`config.mk`:
```
export PLATFORM = sky130hd
export DESIGN_NAME = mux_rr_arb
export DESIGN_NICKNAME = d
export VERILOG_FILES = /design/src/rtl/mux_rr_arb_pkg.sv /design/src/rtl/mux_rr_arb_rr_grant.sv /design/src/rtl/mux_rr_arb.sv
export SDC_FILE = /design/constraint.sdc
export NUM_CORES = 1
export LEC_CHECK = 0
export CAP_MARGIN = 20
export CELL_PAD_IN_SITES_DETAIL_PLACEMENT = 0
export CELL_PAD_IN_SITES_GLOBAL_PLACEMENT = 2
export CORE_MARGIN = 2
export CORE_UTILIZATION = 25
export DETAILED_ROUTE_END_ITERATION = 12
export PLACE_DENSITY_LB_ADDON = 0.2
export SLEW_MARGIN = 20
export SYNTH_ARGS = -nofsm -noshare
export SYNTH_HDL_FRONTEND = slang
export SYNTH_SLANG_ARGS = --single-unit
```
`constraint.sdc`:
```
create_clock -name clk_i -period 8.6 [get_ports clk_i]
set_input_delay 2.15 -clock clk_i [delete_from_list [all_inputs] [get_ports clk_i]]
set_output_delay 2.15 -clock clk_i [all_outputs]
set_load 0.005 [all_outputs]
```
`src/rtl/mux_rr_arb_pkg.sv`:
```
// Shared constants and helpers for the round-robin arbitrated mux.
package mux_rr_arb_pkg;

  // Arbitration mode encodings
  localparam int MODE_FIXED = 0;
  localparam int MODE_RR    = 1;

  localparam int DEF_DATA_WIDTH = 16;

  // Channel index width; never narrower than one bit
  function automatic int sel_w(input int n);
    return (n > 1) ? $clog2(n) : 1;
  endfunction

endpackage

```
`src/rtl/mux_rr_arb_rr_grant.sv`:
```
// Combinational grant: rotating search starting at ptr (RR), or from 0 (fixed).
module rr_grant
  import mux_rr_arb_pkg::*;
#(
  parameter int NUM_CH    = 4,
  parameter int SEL_WIDTH = sel_w(NUM_CH)
) (
  input  logic [NUM_CH-1:0]    req,
  input  logic [SEL_WIDTH-1:0] ptr,
  input  logic                 mode,
  output logic [NUM_CH-1:0]    gnt,
  output logic [SEL_WIDTH-1:0] idx
);

  int   start;
  int   c;
  logic found;

  // First requester at or after the start point, wrapping modulo NUM_CH
  always_comb begin
    gnt   = '0;
    idx   = '0;
    found = 1'b0;
    c     = 0;
    start = mode ? int'(ptr) : 0;
    for (int i = 0; i < NUM_CH; i++) begin
      c = start + i;
      if (c >= NUM_CH) c = c - NUM_CH;
      if (!found && req[c]) begin
        found  = 1'b1;
        gnt[c] = 1'b1;
        idx    = SEL_WIDTH'(c);
      end
    end
  end

endmodule

```
`src/rtl/mux_rr_arb.sv`:
```
// N-channel arbitrated mux with one registered output stage (valid/ready).
module mux_rr_arb
  import mux_rr_arb_pkg::*;
#(
  parameter int DATA_WIDTH = DEF_DATA_WIDTH,
  parameter int NUM_CH     = 4,
  parameter int RR_MODE    = MODE_RR,
  localparam int SEL_WIDTH = sel_w(NUM_CH)
) (
  input  logic                         clk_i,
  input  logic                         reset_i,
  input  logic [NUM_CH-1:0]            valid_i,
  input  logic [NUM_CH*DATA_WIDTH-1:0] data_i,
  output logic [NUM_CH-1:0]            ready_o,
  output logic                         valid_o,
  output logic [DATA_WIDTH-1:0]        data_o,
  output logic [SEL_WIDTH-1:0]         sel_o,
  input  logic                         ready_i
);

  localparam logic IS_RR = (RR_MODE == MODE_RR);

  logic [NUM_CH-1:0][DATA_WIDTH-1:0] ch_data;
  logic [NUM_CH-1:0]                 gnt;
  logic [SEL_WIDTH-1:0]              gnt_idx;
  logic                              can_acc;
  logic                              in_xfer;

  logic                  vld_d,  vld_q;
  logic [DATA_WIDTH-1:0] data_d, data_q;
  logic [SEL_WIDTH-1:0]  sel_d,  sel_q;
  logic [SEL_WIDTH-1:0]  ptr_d,  ptr_q;

  // Flat bus viewed as per-channel words; channel k sits at k*DATA_WIDTH
  assign ch_data = data_i;

  rr_grant #(
    .NUM_CH    (NUM_CH),
    .SEL_WIDTH (SEL_WIDTH)
  ) u_grant (
    .req  (valid_i),
    .ptr  (ptr_q),
    .mode (IS_RR),
    .gnt  (gnt),
    .idx  (gnt_idx)
  );

  // Handshake and next-state: load on input transfer, drain on output transfer
  always_comb begin
    can_acc = !vld_q || ready_i;
    ready_o = can_acc ? gnt : '0;
    in_xfer = |(valid_i & ready_o);
    vld_d   = vld_q;
    data_d  = data_q;
    sel_d   = sel_q;
    ptr_d   = ptr_q;
    if (in_xfer) begin
      vld_d  = 1'b1;
      data_d = ch_data[gnt_idx];
      sel_d  = gnt_idx;
      if (IS_RR)
        ptr_d = (gnt_idx == SEL_WIDTH'(NUM_CH - 1)) ? '0 : gnt_idx + 1'b1;
    end else if (vld_q && ready_i) begin
      vld_d = 1'b0;
    end
  end

  // State registers; reset drops any held beat and rewinds the pointer
  always_ff @(posedge clk_i) begin
    if (reset_i) begin
      vld_q  <= 1'b0;
      data_q <= '0;
      sel_q  <= '0;
      ptr_q  <= '0;
    end else begin
      vld_q  <= vld_d;
      data_q <= data_d;
      sel_q  <= sel_d;
      ptr_q  <= ptr_d;
    end
  end

  assign valid_o = vld_q;
  assign data_o  = data_q;
  assign sel_o   = sel_q;

endmodule

```
==> flow_metrics.env <==
export IMPL_dpl_hpwl_um=3760
export IMPL_ant_nets=0
export IMPL_worst_slew_pin_slew_ns=1.04
export IMPL_ctsHoldBuffers=0
export IMPL_grt_pass1_wl_um=7600
export IMPL_drt_total_wl_um=4970
export IMPL_ctsResizeCount=0
export IMPL_antenna_found_initial=0
export IMPL_hold_end="data_o[8]$_SDFFE_PP0P_"
export IMPL_drt_first_iter_violations=105
export IMPL_hold_start="data_o[8]$_SDFFE_PP0P_"
export IMPL_area_growth_syn_to_layout_pct=57.3
export IMPL_fill_cells=669
export IMPL_drc=0
export IMPL_synthCells=163
export IMPL_min_period_ns=6.73
export IMPL_critPathArrivalTime_ns=4.58
export IMPL_grt_usage_pct=12.4
export IMPL_worstPathRequired_ns=6.45
export IMPL_peakVddDrop_mv=0.0973
export IMPL_seqPwrFrac_pct=21.2
export IMPL_ys_ff_latch=21
export IMPL_viasPerCell=4.76
export IMPL_initial_core_util_pct=25.9
export IMPL_synth_area_sq_um=1770
export IMPL_cts_tree="built"
export IMPL_drtPass1Iterations=4
export IMPL_htreeDepth=1
export IMPL_grt_setup_unrepaired="false"
export IMPL_core_area_sq_um=6830
export IMPL_setup_viol=0
export IMPL_post_cts_buffers=0
export IMPL_die_y_um=88.1
export IMPL_power_leakage_nw=1.04
export IMPL_syn_nets=238
export IMPL_crit_type="in -> out"
export IMPL_route_vias_total=1637
export IMPL_ys_flop_type="dfxtp_1"
export IMPL_cp_end_kind="output port"
export IMPL_avgSynthCellArea_sq_um=10.8
export IMPL_p_comb_share_pct=71.2
export IMPL_setup_slack_ns=1.87
export IMPL_p_clk_share_pct=7.6
export IMPL_final_util_pct=40.7
export IMPL_hold_ws_ns=0.493
export IMPL_holdPathStages=2
export IMPL_finalNetCount=324
export IMPL_yosysUniqueCellTypes=40
export IMPL_p_per_area_nw_per_um2=307
export IMPL_relSlewSlack_pct=31.0
export IMPL_fin_worst_skew_ns=0.00633
export IMPL_reg2reg_to="data_o[9]$_SDFFE_PP0P_"
export IMPL_cp_max_fo=14
export IMPL_clk_pin_slew_worst_paths_ns=0.08
export IMPL_gp_congestion=0.741
export IMPL_cts_buffers=3
export IMPL_dp_slack_ns=1.86
export IMPL_synth_seq_area_share_pct=23.8
export IMPL_synth_edf_count=0
export IMPL_grt_max_degree=23
export IMPL_placed_cells=340
export IMPL_die_w_um=88.1
export IMPL_hold_viol_final=0
export IMPL_place_port_buffers=93
export IMPL_setup_tns_ns=0
export IMPL_ctsRootBufferMaster="clkbuf_8"
export IMPL_reg2regPathDepth=9
export IMPL_power_switching_fraction_pct=38.5
export IMPL_status="finished, final reports clean"
export IMPL_start_kind="input port"
export IMPL_drv_slew=0
export IMPL_insertion_delay_ns=0.26
export IMPL_cts_buffer_depth=2
export IMPL_clkSinkCount=21
export IMPL_rows=30
export IMPL_cap_viol_max_count=0
export IMPL_fp_dieArea_sq_um=7760
export IMPL_io_pins=94
export IMPL_netSwitchingPower_uw=329
export IMPL_grt_pass1_vias=1625
export IMPL_grt_overflow_total=0
export IMPL_drive_above_1_share_pct=14.5
export IMPL_synth_warnings=0
export IMPL_synthArstFlopShare_pct=0
export IMPL_p_int_uw=526
export IMPL_finalNonFillerCells=344
export IMPL_ff2ff_setup_slack_ns=4.93
export IMPL_fin_crit_sh_pct=78.3
export IMPL_wl_per_cell_um=14.5
export IMPL_fmax_mhz=148
export IMPL_holdCritPathClass="reg -> reg"
export IMPL_antenna_cells=0
layout make-up:
| cell class | count | area [sq um] | area share [%] |
|---|---|---|---|
| inverters | 5 | 21.3 | 0.765 |
| repair buffers | 94 | 938 | 33.7 |
| clock buffers | 3 | 41.3 | 1.48 |
| flip-flops and latches | 21 | 420 | 15.1 |
| well taps | 96 | 120 | 4.32 |
| clock inverters | 1 | 5.00 | 0.180 |
| multi-input cells | 124 | 1230 | 44.4 |
routing by layer:
metal | share of wire (%) | wire length, um | track usage, % | vias to the layer above
met5 | 0 | 0 | 0 | -
met4 | 0.42 | 21 | 2.07 | 0
met3 | 7.3 | 365 | 3.77 | 2
met2 | 50 | 2500 | 21.6 | 47
met1 | 42 | 2090 | 15.5 | 793
li1 | - | - | - | 795
power by group through the flow:
stage          clock network, mW  registers, mW  logic, mW
6_report                  0.0648          0.181      0.609
5_1_grt                   0.0722          0.188      0.671
2_1_floorplan                  0          0.177      0.431
3_5_place_dp                   0          0.182      0.620
4_1_cts                   0.0683          0.182      0.622
3_3_place_gp                   0          0.182      0.627
worst max path at each step:
stage	start	to	slack, ns	depth (start not counted)
4_1_cts	valid_i[2]	ready_o[2]	1.86	7
3_3_place_gp	valid_i[2]	ready_o[2]	1.88	7
5_1_grt	valid_i[2]	ready_o[2]	1.72	7
2_1_floorplan	valid_i[2]	ready_o[2]	3.21	5
6_report	valid_i[2]	ready_o[2]	1.87	7
3_5_place_dp	valid_i[2]	ready_o[2]	1.86	7
kinds of logic (layout without fill, tap and decap cells):
family | count (synthesis) | count (layout) | share of synthesized area [%]
xor+xnor | 1 | 1 | 0.495
buf+inv | 18 | 103 | 6.37
simple gates | 44 | 44 | 12.2
compound gates | 31 | 31 | 15.0
mux | 44 | 44 | 39.3
fa+ha+maj | 4 | 4 | 2.83
flops | 21 | 21 | 23.8
synth_stat cells (3+ instances only):
library cell,n,area (sq um)
a21oi_1,7,35.0
a221oi_2,3,45.0
a22oi_1,4,30.0
buf_2,4,20.0
buf_6,5,56.3
clkbuf_1,4,15.0
dfxtp_1,21,420
ha_1,4,50.1
inv_1,4,15.0
mux2_2,4,45.0
mux2i_1,21,210
mux4_1,3,78.8
mux4_2,16,360
nand2_1,4,15.0
nand3b_1,3,22.5
nor2_1,25,93.8
nor3b_1,3,22.5
stage by stage:
stage | instance area, sq um | power, mW
6_report | 2780 | 0.855
5_1_grt | 2780 | 0.931
4_1_cts | 2780 | 0.872
3_5_place_dp | 2740 | 0.803
3_3_place_gp | 2740 | 0.809
2_1_floorplan | 1770 | 0.608
sequential cells by signal (all words and copies together) (netlist names), named ones only:
name,cells
data_o,16
ptr_q,1
sel_o,2
valid_o,1
critical path, cell delays in order:
cell and delay, ns:
clkdlybuf4s50_1 0.65, mux4_2 0.66, nand3b_1 0.20, a21oi_1 0.23, a221oi_1 0.08, nor2_1 0.11, clkdlybuf4s50_1 0.50
cells in the final DEF (no fill, tap or decap), types with 2 or more instances in the layout:
cell type and n:
ha_1 4, nand3b_1 3, nor3b_1 3, nor2b_1 2, clkbuf_8 3, clkdlybuf4s50_1 93, nand2b_1 2, nor2_1 25
a2bb2oi_1 2, mux2_2 4, mux4_1 3, a221oi_2 3, inv_1 4, o21ai_4 2, mux2i_1 21, dfxtp_1 21
o21ai_0 2, a21oi_1 7, mux4_2 16, a22oi_1 4, nand2_1 4
Note: power is estimated with default switching activity, not from simulation.
